==> src/rtl/seven_seg_scanner_pkg.sv <==
// Shared definitions for the seven-segment scan driver: digit count,
// the all-dark anode pattern, digit index type and a most-significant-digit helper.
package seg_pkg;

    localparam int NUM_DIGITS = 8;
    localparam logic [7:0] ANODE_OFF = 8'hFF;

    typedef logic [2:0] digit_idx_t;

    // Index of the highest nonzero nibble, 0 when the whole word is zero.
    function automatic digit_idx_t msd_of(input logic [31:0] word);
        digit_idx_t m;
        m = 3'd0;
        for (int k = 0; k < NUM_DIGITS; k++) begin
            if (word[4*k +: 4] != 4'h0) begin
                m = digit_idx_t'(k);
            end
        end
        return m;
    endfunction

endpackage

==> src/rtl/seven_seg_scanner_refresh_divider.sv <==
// Free-running refresh divider: counts 0..DIV-1 and flags the terminal count,
// which paces the digit scan.
module refresh_divider #(
    parameter int DIV = 100000
) (
    input  logic clk,
    input  logic reset,
    output logic tick
);

    localparam int CW = $clog2(DIV);
    localparam logic [CW-1:0] LAST = CW'(DIV - 1);

    logic [CW-1:0] cnt_r;

    // Divider counter, wrapping on the terminal count.
    always_ff @(posedge clk or posedge reset) begin
        if (reset) begin
            cnt_r <= '0;
        end else if (cnt_r == LAST) begin
            cnt_r <= '0;
        end else begin
            cnt_r <= cnt_r + 1'b1;
        end
    end

    assign tick = (cnt_r == LAST);

endmodule

==> src/rtl/seven_seg_scanner.sv <==
// Time-multiplexed 8-digit common-anode scan driver with a double-buffered
// display word, per-digit masking and leading-zero blanking.
module seven_seg_scanner
    import seg_pkg::*;
#(
    parameter int REFRESH_DIV = 100000,
    parameter int NUM_DIGITS  = 8
) (
    input  logic                    clk,
    input  logic                    reset,
    input  logic [4*NUM_DIGITS-1:0] value,
    input  logic                    load,
    input  logic [NUM_DIGITS-1:0]   digit_en,
    input  logic                    blank_lz,
    output logic [3:0]              number,
    output logic [NUM_DIGITS-1:0]   anode,
    output logic                    frame_done
);

    logic       tick_s;
    logic       wrap_s;
    digit_idx_t idx_r;
    digit_idx_t msd_s;
    logic [31:0] pending_r;
    logic [31:0] shown_r;
    logic        pend_v_r;
    // Nothing is lit until a word has been committed since reset.
    logic        shown_v_r;
    logic [7:0]  anode_next_s;

    refresh_divider #(.DIV(REFRESH_DIV)) u_div (
        .clk   (clk),
        .reset (reset),
        .tick  (tick_s)
    );

    // Wrap detection and per-digit lit/dark decision for the current slot.
    always_comb begin
        msd_s        = msd_of(shown_r);
        wrap_s       = tick_s && (idx_r == 3'd7);
        anode_next_s = ANODE_OFF;
        if (shown_v_r && digit_en[idx_r] && !(blank_lz && (idx_r > msd_s))) begin
            anode_next_s = ~(8'h01 << idx_r);
        end else begin
            anode_next_s = ANODE_OFF;
        end
    end

    // Scan index and registered display outputs, updated on each tick.
    always_ff @(posedge clk or posedge reset) begin
        if (reset) begin
            idx_r      <= 3'd0;
            anode      <= ANODE_OFF;
            number     <= 4'h0;
            frame_done <= 1'b0;
        end else if (tick_s) begin
            idx_r      <= idx_r + 3'd1;
            anode      <= anode_next_s;
            number     <= shown_r[4*idx_r +: 4];
            frame_done <= (idx_r == 3'd0);
        end else begin
            frame_done <= 1'b0;
        end
    end

    // Double buffer: a load at the wrap bypasses the pending stage.
    always_ff @(posedge clk or posedge reset) begin
        if (reset) begin
            pending_r <= 32'h0;
            shown_r   <= 32'h0;
            pend_v_r  <= 1'b0;
            shown_v_r <= 1'b0;
        end else if (wrap_s && load) begin
            shown_r   <= value;
            shown_v_r <= 1'b1;
            pend_v_r  <= 1'b0;
        end else if (wrap_s && pend_v_r) begin
            shown_r   <= pending_r;
            shown_v_r <= 1'b1;
            pend_v_r  <= 1'b0;
        end else if (load) begin
            pending_r <= value;
            pend_v_r  <= 1'b1;
        end else begin
            pending_r <= pending_r;
            pend_v_r  <= pend_v_r;
        end
    end

endmodule

==> config.mk <==
export PLATFORM = sky130hd
export DESIGN_NAME = seven_seg_scanner
export DESIGN_NICKNAME = d
export VERILOG_FILES = /design/src/rtl/seven_seg_scanner_pkg.sv /design/src/rtl/seven_seg_scanner_refresh_divider.sv /design/src/rtl/seven_seg_scanner.sv
export SDC_FILE = /design/constraint.sdc
export NUM_CORES = 1
export LEC_CHECK = 0
export ABC_CLOCK_PERIOD_IN_PS = 4000
export CELL_PAD_IN_SITES_DETAIL_PLACEMENT = 0
export CELL_PAD_IN_SITES_GLOBAL_PLACEMENT = 2
export CORE_MARGIN = 1.5
export CORE_UTILIZATION = 29
export CTS_CLUSTER_DIAMETER = 100
export DETAILED_ROUTE_END_ITERATION = 16
export GPL_TIMING_DRIVEN = 0
export HOLD_SLACK_MARGIN = 0.12
export PLACE_DENSITY = 0.75
export SYNTH_ARGS = -nofsm -noshare
export SYNTH_HDL_FRONTEND = slang
export SYNTH_SLANG_ARGS = --single-unit
==> constraint.sdc <==
create_clock -name clk -period 4 [get_ports clk]
set_input_delay 1 -clock clk [delete_from_list [all_inputs] [get_ports clk]]
set_output_delay 1 -clock clk [all_outputs]
set_load 0.1 [all_outputs]
==> summary.txt <==
Global routing
  – Number of global-route vias before repair: between 3000 and 4000
  – First-pass GRT wire length: a little under 20 mm
  – Tot GR Track Use: 13.9%
  – Largest net degree at the start of global routing: slightly above 70
  – Initial antenna violation count: 0
  – Gr ovfl total: 0

STA
  – Slew HR: about 35%
  – Hold slack: ~0.5 ns
  – Final critical-path required period: between 3 and 4 ns
  – RSZ-0062 raised after global routing: false
  – Achievable Freq: ~0.33 GHz
  – Pins over their slew limit: 0
  – Final worst slack: 0.975 ns
  – Crit share post-route: 75.6%
  – Layout Skew: between 0.01 and 0.015 ns
  – Least-Margin Pin Slew: between 0.9 and 1 ns
  – Setup-failing EPs final: 0
  – Final hold violations: 0

Floorplanning
  – DIE WIDTH: 136 um
  – Rows: 48
  – Initial core utilization: about 30%
  – Die ar.: ~0.019 mm^2
  – Core area: around 0.017 mm^2
  – Die height: 136 um
  – I/O pin cnt: 57

Drt
  – Per-cell routed wire length: 16.2 um
  – Number of routed nets with antenna violations: 0
  – DRT Pass-1 Iters: 4
  – Vias/cell: 4.78
  – DRC violations left: 0
  – Initial drt markers: 210
  – Drt total wl: between 10 and 15 mm
  – Vias after detailed routing: approximately 3400

Critical path
  – Worst r2r src: shown_r[8]$_DFFE_PP0N_
  – CP startpoint kind: register
  – Largest delay share family, worst path: buffers and inverters
  – Worst path cell trace: clkdlybuf4s50_1
  – Setup crit start: anode[7]$_DFFE_PP1N_
  – CP Depth: 1
  – CP max stage cell: clkdlybuf4s50_1
  – Kind of critical path: register to output port
  – CP max stage delay: 1.13 ns
  – CP Capture Type: output port
  – Buf+Inv Stages, Crit Path: 1
  – Worst Reg-to-Reg Cells: 11
  – Peak fanout along the critical path: 2
  – Arrival @ worst endpoint: between 2 and 2.5 ns
  – CP required: ~3.0 ns

Job
  – Max_cap viols: 0

CTS
  – Num CTS Buffers: 9
  – CTS Sinks: 99
  – CTS H-tree depth: 3
  – Bufs on Longest Clock Path: 2
  – Post-cts resize count: 0
  – Insertion delay to the later sink of the worst-skew pair: ~0.36 ns
  – Root buffer cell: clkbuf_16
  – TritonCTS clock tree: done
  – Clock transition at the registers of the reported paths: ~0.07 ns
  – Post-CTS setup buffer count: 0
  – Hold Buf Count CTS: 0

Placement
  – Routability congestion estimate: roughly 0.8
  – IO buf count: between 50 and 60
  – Worst slack at placement: approximately 1.3 ns
  – Dpl cell area: about 0.006 mm^2
  – DP HPWL: ~8.3 mm

Finish
  – Share of cells above drive strength 1: 17.2%
  – Most frequent cells in the layout: dfrtp_1, clkdlybuf4s50_1, mux2i_1
  – Fin util: between 30% and 40%
  – Layout net count: about 540
  – ANT cells: 0
  – Area grow syn2layout: 23.1%
  – Post-Layout Inst Area: between 0.006 and 0.007 mm^2
  – Most common cell after layout, fill and taps aside: dfrtp_1

Min path
  – Worst Hold Class: register to register
  – Hold Path Depth: 1
  – Hold Path Origin: shown_v_r$_DFFE_PP0N_

Yosys
  – Netlist cell types: 50
  – Post-Syn Area: 0.00513 mm^2
  – Syn_nets: 469
  – Yosys reg bits: 99
  – Yosys Warn Count: 0
  – Sequential area share after synthesis: around 48%
  – Largest cells by area after synthesis: dfrtp_1, mux2_4, mux2i_1
  – Post-Synthesis Cells: between 400 and 500
  – Synth area leader: dfrtp_1
  – Primary FF master, synth: dfrtp_1
  – Mapped Avg Cell Area: 12.4 um^2
  – Post-synth EDFFs: 0
  – Post-synth top area share: 44.4%
  – FFs w/ async S/R, synth: 100%

Outcome
  – Outcome: finished, final reports clean

Pwr
  – Peak VDD IR: a little under 0.0002 V
  – Pleak: 0.00284 uW
  – Total power: ~2200 uW
  – PD cells: approximately 350 mW/mm^2
[layer usage]
metal | share of wire [%] | wire [um] | global-route usage, %
met1 | 50 | 5790 | 19.6
met2 | 44 | 5060 | 21.0
met3 | 4.0 | 457 | 2.20
met4 | 2.0 | 228 | 6.03
met5 | 0 | 0 | 0
[final cells by class]
class	instances	area, um^2
Clock inverter	7	100
Inverter	5	21.3
Tap cell	225	282
Fill cell	1680	11000
Sequential cell	99	2490
Clock buffer	9	225
Multi-Input combinational cell	286	2450
Timing Repair Buffer	56	578
Buffer	25	178
[registers in the layout (all words and copies together), names as in the netlist]
signal	flops
pending_r	32
shown_r	32
u_div.cnt_r	17
anode	8
number	4
idx_r	3
frame_done	1
pend_v_r	1
shown_v_r	1
[synthesized netlist by cell type, drive strengths merged (3+ instances only)]
| cell type | instances |
|---|---|
| dfstp | 8 |
| nor2b | 3 |
| nand2b | 32 |
| buf | 11 |
| mux2 | 33 |
| mux4 | 9 |
| ha | 10 |
| o21ai | 8 |
| xnor2 | 9 |
| nor2 | 26 |
| and2 | 4 |
| mux2i | 38 |
| nor3 | 6 |
| inv | 5 |
| xor2 | 7 |
| clkbuf | 14 |
| nand3 | 8 |
| or4 | 3 |
| and4 | 3 |
| a2bb2oi | 32 |
| nor4 | 7 |
| dfrtp | 91 |
| a21oi | 7 |
| nand2 | 20 |
[worst paths after layout]
check,end,slack [ns]
max reg2reg,anode[2]$_DFFE_PP1N_,1.35
max in group asynchronous,u_div.cnt_r[11]$_DFF_PP0_,2.28
max,anode[7],0.97
min,shown_v_r$_DFFE_PP0N_,0.49
min reg2reg,shown_v_r$_DFFE_PP0N_,0.49
min in group asynchronous,pending_r[4]$_DFFE_PP0P_,1.01
[power by group]
group	internal [uW]	leakage, uW	switching, uW	total [uW]
Combinational	129	0.00142	82.9	212
Sequential	1030	0.00126	15.3	1050
Clock	554	0.000154	403	957
Total	1720	0.00284	501	2220
[cells by family (layout without fill, tap and decap cells)]
family	Yosys count	after routing	share of synthesized area, %
AND/OR/NAND/NOR	124	124	13.3
flip-flops	99	99	48.5
multiplexers	80	80	20.8
AO/OA/AOI/OAI	56	56	8.48
buffers and inverters	30	102	3.83
XOR/XNOR	16	16	2.73
adder cells (fa/ha/maj)	10	10	2.44
[stage by stage]
step | cells | setup TNS (ns)
after detailed placement | 696 | 0
after CTS | 712 | 0
after floorplan | 415 | 0
final | 712 | 0
after global placement | 695 | -106.42
after global routing | 712 | 0
(Power assumes the default switching activity.)
